**src/rtl/apb4_to_reg_bridge_pkg.sv**
```systemverilog
// Shared types for the APB4-to-REG_BUS bridge.
//   state_e : bridge FSM states (IDLE, REQ, RESP)
//   req_t   : one captured register-bus request at the default bus widths
//             (addr, write, wdata, wstrb)
package apb4_to_reg_pkg;

  localparam int unsigned ReqAddrWidth = 32;
  localparam int unsigned ReqDataWidth = 32;
  localparam int unsigned ReqStrbWidth = ReqDataWidth / 8;

  typedef enum logic [1:0] {
    IDLE = 2'd0,
    REQ  = 2'd1,
    RESP = 2'd2
  } state_e;

  typedef struct packed {
    logic [ReqAddrWidth-1:0] addr;
    logic                    write;
    logic [ReqDataWidth-1:0] wdata;
    logic [ReqStrbWidth-1:0] wstrb;
  } req_t;

endpackage

```
**src/rtl/apb4_to_reg_bridge_if.sv**
```systemverilog
// REG_BUS: simple valid/ready register bus.
//   out modport (master): drives addr, write, wdata, wstrb, valid;
//                         receives ready, rdata, error
//   in  modport (target): the mirror image
interface REG_BUS #(
  parameter int unsigned AddrWidth = 32,
  parameter int unsigned DataWidth = 32
);

  logic [AddrWidth-1:0]   addr;
  logic                   write;
  logic [DataWidth-1:0]   wdata;
  logic [DataWidth/8-1:0] wstrb;
  logic                   valid;
  logic                   ready;
  logic [DataWidth-1:0]   rdata;
  logic                   error;

  modport out (
    output addr, write, wdata, wstrb, valid,
    input  ready, rdata, error
  );

  modport in (
    input  addr, write, wdata, wstrb, valid,
    output ready, rdata, error
  );

endinterface

```
**src/rtl/apb4_to_reg_bridge.sv**
```systemverilog
// apb4_to_reg_bridge: registered APB4 slave that forwards each access to a
// REG_BUS target and stretches the APB access phase until the target answers.
//
// Ports
//   clk_i, rst_ni        clock, asynchronous active-low reset
//   psel_i, penable_i    APB select / access phase
//   pwrite_i, paddr_i    APB direction and address
//   pwdata_i, pstrb_i    APB write data and byte strobes
//   prdata_o, pready_o,  APB response (registered data/error, one-cycle ready)
//   pslverr_o
//   reg_o                REG_BUS master port
//
// Optional feature: define APB4_TO_REG_TIMEOUT_EN to abort an access that the
// target has not acknowledged within TimeoutCycles REQ cycles (error response,
// zero read data). Without the macro no counter exists and REQ waits forever.
module apb4_to_reg_bridge
  import apb4_to_reg_pkg::*;
#(
  parameter int unsigned DataWidth     = 32,
  parameter int unsigned AddrWidth     = 32,
  parameter int unsigned TimeoutCycles = 255
) (
  input  logic                   clk_i,
  input  logic                   rst_ni,
  input  logic                   psel_i,
  input  logic                   penable_i,
  input  logic                   pwrite_i,
  input  logic [AddrWidth-1:0]   paddr_i,
  input  logic [DataWidth-1:0]   pwdata_i,
  input  logic [DataWidth/8-1:0] pstrb_i,
  output logic [DataWidth-1:0]   prdata_o,
  output logic                   pready_o,
  output logic                   pslverr_o,
  REG_BUS.out                    reg_o
);

  localparam int unsigned StrbWidth = DataWidth / 8;

  state_e                 state_q, state_d;
  logic [AddrWidth-1:0]   addr_q;
  logic                   write_q;
  logic [DataWidth-1:0]   wdata_q;
  logic [StrbWidth-1:0]   wstrb_q;
  logic [DataWidth-1:0]   rdata_q;
  logic                   err_q;
  logic                   setup;
  logic                   expire;
  logic                   valid;
  logic                   pready;

  // Setup phase is only honoured from IDLE; one seen in RESP is ignored.
  assign setup = psel_i & ~penable_i;

`ifdef APB4_TO_REG_TIMEOUT_EN
  localparam int unsigned CntWidth = $clog2(TimeoutCycles + 1);

  logic [CntWidth-1:0] cnt_q;

  // Counts completed unacknowledged REQ cycles; the access expires in the
  // REQ cycle that would make it reach TimeoutCycles, so valid is high for
  // exactly TimeoutCycles cycles.
  always_ff @(posedge clk_i or negedge rst_ni) begin
    if (!rst_ni) begin
      cnt_q <= '0;
    end else if (state_q == IDLE && setup) begin
      cnt_q <= '0;
    end else if (state_q == REQ && !reg_o.ready) begin
      cnt_q <= cnt_q + 1'b1;
    end
  end

  // Ready in the same cycle wins over expiry.
  assign expire = (state_q == REQ) && !reg_o.ready &&
                  (cnt_q == CntWidth'(TimeoutCycles - 1));
`else
  logic [31:0] unused_timeout;

  assign unused_timeout = TimeoutCycles;
  assign expire         = 1'b0;
`endif

  // State register
  always_ff @(posedge clk_i or negedge rst_ni) begin
    if (!rst_ni) begin
      state_q <= IDLE;
    end else begin
      state_q <= state_d;
    end
  end

  // Next-state logic; psel dropping during REQ does not abandon the access.
  always_comb begin
    state_d = state_q;
    unique case (state_q)
      IDLE:    if (setup) state_d = REQ;
      REQ:     if (reg_o.ready || expire) state_d = RESP;
      RESP:    state_d = IDLE;
      default: state_d = IDLE;
    endcase
  end

  // Output decode
  always_comb begin
    valid  = 1'b0;
    pready = 1'b0;
    unique case (state_q)
      REQ:     valid  = 1'b1;
      RESP:    pready = 1'b1;
      default: ;
    endcase
  end

  // Request capture and response registers
  always_ff @(posedge clk_i or negedge rst_ni) begin
    if (!rst_ni) begin
      addr_q  <= '0;
      write_q <= 1'b0;
      wdata_q <= '0;
      wstrb_q <= '0;
      rdata_q <= '0;
      err_q   <= 1'b0;
    end else begin
      if (state_q == IDLE && setup) begin
        addr_q  <= paddr_i;
        write_q <= pwrite_i;
        wdata_q <= pwdata_i;
        wstrb_q <= pwrite_i ? pstrb_i : '0;
      end
      if (state_q == REQ) begin
        if (reg_o.ready) begin
          rdata_q <= write_q ? '0 : reg_o.rdata;
          err_q   <= reg_o.error;
        end else if (expire) begin
          rdata_q <= '0;
          err_q   <= 1'b1;
        end
      end
    end
  end

  assign reg_o.addr  = addr_q;
  assign reg_o.write = write_q;
  assign reg_o.wdata = wdata_q;
  assign reg_o.wstrb = wstrb_q;
  assign reg_o.valid = valid;

  assign prdata_o  = rdata_q;
  assign pslverr_o = err_q;
  assign pready_o  = pready;

endmodule
```
**src/flat_wrapper.sv**
```systemverilog
// flat-port wrapper written by rule: the top's interface ports become plain ports
module apb4_to_reg_bridge_flat import apb4_to_reg_pkg::*;
#(
  parameter int unsigned DataWidth     = 32,
  parameter int unsigned AddrWidth     = 32,
  parameter int unsigned TimeoutCycles = 255
)
  (clk_i, rst_ni, psel_i, penable_i, pwrite_i, paddr_i, pwdata_i, pstrb_i, prdata_o, pready_o, pslverr_o, reg_o_addr, reg_o_write, reg_o_wdata, reg_o_wstrb, reg_o_valid, reg_o_ready, reg_o_rdata, reg_o_error);
  REG_BUS #(.AddrWidth(AddrWidth), .DataWidth(DataWidth)) reg_o_i ();
  input  logic clk_i;
  input  logic rst_ni;
  input  logic psel_i;
  input  logic penable_i;
  input  logic pwrite_i;
  input  logic [AddrWidth-1:0] paddr_i;
  input  logic [DataWidth-1:0] pwdata_i;
  input  logic [DataWidth/8-1:0] pstrb_i;
  output logic [DataWidth-1:0] prdata_o;
  output logic pready_o;
  output logic pslverr_o;
  output wire logic [$bits(reg_o_i.addr)-1:0] reg_o_addr;
  output wire logic [$bits(reg_o_i.write)-1:0] reg_o_write;
  output wire logic [$bits(reg_o_i.wdata)-1:0] reg_o_wdata;
  output wire logic [$bits(reg_o_i.wstrb)-1:0] reg_o_wstrb;
  output wire logic [$bits(reg_o_i.valid)-1:0] reg_o_valid;
  input wire logic [$bits(reg_o_i.ready)-1:0] reg_o_ready;
  input wire logic [$bits(reg_o_i.rdata)-1:0] reg_o_rdata;
  input wire logic [$bits(reg_o_i.error)-1:0] reg_o_error;
  assign reg_o_addr = reg_o_i.addr;
  assign reg_o_write = reg_o_i.write;
  assign reg_o_wdata = reg_o_i.wdata;
  assign reg_o_wstrb = reg_o_i.wstrb;
  assign reg_o_valid = reg_o_i.valid;
  assign reg_o_i.ready = reg_o_ready;
  assign reg_o_i.rdata = reg_o_rdata;
  assign reg_o_i.error = reg_o_error;
  apb4_to_reg_bridge #(.DataWidth(DataWidth), .AddrWidth(AddrWidth), .TimeoutCycles(TimeoutCycles)) u_core (.clk_i(clk_i), .rst_ni(rst_ni), .psel_i(psel_i), .penable_i(penable_i), .pwrite_i(pwrite_i), .paddr_i(paddr_i), .pwdata_i(pwdata_i), .pstrb_i(pstrb_i), .prdata_o(prdata_o), .pready_o(pready_o), .pslverr_o(pslverr_o), .reg_o(reg_o_i));
endmodule
```
**config.mk**
```make
export PLATFORM = sky130hd
export DESIGN_NAME = apb4_to_reg_bridge_flat
export DESIGN_NICKNAME = d
export VERILOG_FILES = /design/src/rtl/apb4_to_reg_bridge_pkg.sv /design/src/rtl/apb4_to_reg_bridge_if.sv /design/src/rtl/apb4_to_reg_bridge.sv /design/src/flat_wrapper.sv
export SDC_FILE = /design/constraint.sdc
export NUM_CORES = 1
export LEC_CHECK = 0
export ABC_AREA = 0
export CORE_UTILIZATION = 43
export DETAILED_ROUTE_END_ITERATION = 16
export MAX_ROUTING_LAYER = met4
export PLACE_DENSITY_LB_ADDON = 0.3
export SLEW_MARGIN = 20
export SYNTH_ARGS = -nofsm -noshare
export SYNTH_HDL_FRONTEND = slang
export SYNTH_SLANG_ARGS = --single-unit
```
**constraint.sdc**
```tcl
create_clock -name clk_i -period 4.5 [get_ports clk_i]
set_input_delay 1.125 -clock clk_i [delete_from_list [all_inputs] [get_ports clk_i]]
set_output_delay 1.125 -clock clk_i [all_outputs]
set_load 0.01 [all_outputs]
```
==> results.md <==
- Remaining antenna violation count: 0
- Max cap viols: 0
- Yosys top cell by area: dfrtp_1
- Leakage: between 2 and 3 nW
- Mean post-synth cell area: approximately 16 sq um
- Rel. slew slack: 0.368
- Initial Utilization: 0.452
- Vias per std cell: 4.70
- Largest fanout on the critical path: 4
- Pin count of the biggest net entering global routing: 79
- Root Buffer Master: clkbuf_8
- Tcrit/Tclk final: 0.595
- Htree depth: 3
- Drc violations: 0
- Largest cells by area after synthesis: dfrtp_1 (61%), mux2_2 (19%), mux2_4 (8.9%)
- Register area share after synthesis: 0.614
- Routed WL: 9.87 mm
- Final hold vios: 0
- Synthesis-to-finish area growth: 56.6%
- Share of cells above drive strength 1: 0.245
- WP data required: 3380 ps
- Count leader, synth: dfrtp_1
- Worst-Margin Slew: 947 ps
- Design area: 0.00664 sq mm
- Dpl cell area: 0.00643 sq mm
- Final setup TNS: 0 ps
- Peak VDD IR: 0.310 mV
- Worst path max stage delay: 570 ps
- Total gr overflow: 0
- RSZ-0062 raised after global routing: false
- Floorplan row count: 35
- Worst-skew pair later-pin latency: 360 ps
- Slowest library cell on the worst path: clkdlybuf4s50_1
- Final Power: 3.30 mW
- Switching Power: 0.914 mW
- Seq pwr share: 0.420
- 1st-iter DRT viols: 45
- CTS hold repair buffers: 0
- Final Wtd Congestion: 0.766
- Final WS setup: 1820 ps
- Tmin final: 2680 ps
- Vias: 2867
- Cell count after synthesis: approximately 270
- Crit. End Element: output pin
- Largest buffer count on any clock path: 2
- Primary FF master, synth: dfrtp_1
- Die X: 101 um
- Top cells by count, synth: dfrtp_1 (104), mux2_2 (73), nor2b_1 (33), mux2_4 (25), buf_6 (7)
- Area of the core: 0.00937 sq mm
- I/O pin total: 211
- Clock power share: 0.181
- Pwr Density: 497 mW/mm^2
- Number of port buffers: between 200 and 250
- Reg clk slew, reported paths: 90 ps
- EDFF count, synth: 0
- Clock skew: slightly above 6 ps
- Final Core Density: 0.708
- HPWL after DPL: 7.27 mm
- WHS: 510 ps
- TritonRoute pass-1 iters: 3
- Distinct cells, synth: 14
- Sink Count: 104
- Critical path type: reg -> out
- Initial antenna violation count: 0
- Post-CTS Setup Bufs: 0
- Final setup fails: 0
- Cell internal pwr: 2.38 mW
- Post-Synthesis Net Count: about 370
- Fin cells: 610
- CTS buffer count: 9
- CTS tree: yes
- CP Launch Type: flop
- Avg WL per Cell: 16.2 um
- Placed Cells: 595
- Worst path cell trace: nor2b_1 > clkdlybuf4s50_1
- First-pass GRT wire length: 15.1 mm
- Syn. warnings: 0
- WP buf/inv: 1
- Async SR Flop Fraction: 1.00
- Crit path DAT: 1550 ps
- Final #Nets: 584
- Max-slew violation count: 0
- #FFs+latches synth: 104
- Tot GR Track Use: 0.201
- Run status: finished clean
- Switching part of the total power: 0.277
- Diodes inserted: 0
- Fillers: 700
- Mapped Area: 0.00424 sq mm
- Die Y: 101 um
- Number of global-route vias before repair: 3065
- Fmax: 373 MHz
- Worst path top cell family by delay: buffers and inverters
- Worst hold path class: reg -> reg
- Top cell type's share of synthesized area: 0.614
- Logic pwr share: 0.399
- Die area: 0.0103 sq mm
- Worst slack, placed: approximately 1400 ps
- Post-CTS Resized: 0
flip-flops by register name, indices dropped and copies added, names as in the netlist:
signal              count
u_core.state_q          2
u_core.reg_o.write      1
u_core.reg_o.wstrb      4
u_core.reg_o.wdata     32
u_core.pslverr_o        1
u_core.prdata_o        32
u_core.reg_o.addr      32
layout by cell type, fill, tap and decap left out:
cell	count
a21o_1	1
and2b_1	1
and3b_1	1
buf_12	1
buf_4	4
bufinv_16	1
clkbuf_1	1
clkbuf_8	12
clkdlybuf4s50_1	209
clkinvlp_4	1
dfrtp_1	104
inv_1	5
mux2_2	73
mux2_4	25
mux2i_1	4
nand2_1	4
nor2b_1	33
nor4b_4	1
path summary, 6_finish.rpt:
kind | start | cells past startpoint | slack [ps] | endpoint
min in group asynchronous | rst_ni | 1 | 900 | u_core.prdata_o[10]
min | u_core.reg_o.wdata[7] | 1 | 510 | u_core.reg_o.wdata[7]
max in group asynchronous | rst_ni | 2 | 2650 | u_core.reg_o.addr[12]
min reg2reg | u_core.reg_o.wdata[7] | 1 | 510 | u_core.reg_o.wdata[7]
max reg2reg | u_core.state_q[1] | 3 | 2560 | u_core.prdata_o[26]
max | u_core.state_q[0] | 2 | 1820 | reg_o_valid
power by group through the flow:
stage	clock, mW	combinational, mW	sequential [mW]
6_report	0.595	1.31	1.39
5_1_grt	0.654	1.39	1.42
4_1_cts	0.624	1.33	1.39
3_5_place_dp	0	1.33	1.41
3_3_place_gp	0	1.30	1.39
2_1_floorplan	0	0.391	1.53
cell families after synthesis:
kind of cell	share of synthesized area
AO/OA/AOI/OAI	0.00177
buffers and inverters	0.0304
flip-flops	0.614
multiplexers	0.292
AND/OR/NAND/NOR	0.0617
routing by layer:
| metal | vias to the layer above | GRT usage | routed length, um |
|---|---|---|---|
| met3 | 18 | 0.0455 | 454 |
| met1 | 1421 | 0.227 | 3920 |
| li1 | 1320 | - | - |
| met4 | 0 | 0.0847 | 216 |
| met2 | 108 | 0.345 | 5270 |
| met5 | - | - | 0 |
cell type report:
| type | count | area [sq um] | area share |
|---|---|---|---|
| Sequential cell | 104 | 2600 | 0.392 |
| Timing Repair Buffer | 214 | 2140 | 0.323 |
| Multi-Input combinational cell | 143 | 1510 | 0.227 |
| Clock buffer | 13 | 169 | 0.0254 |
| Tap cell | 129 | 161 | 0.0243 |
| Clock inverter | 2 | 37.5 | 0.00566 |
| Inverter | 5 | 18.8 | 0.00283 |
No activity file was read; power rests on OpenSTA's default activity.
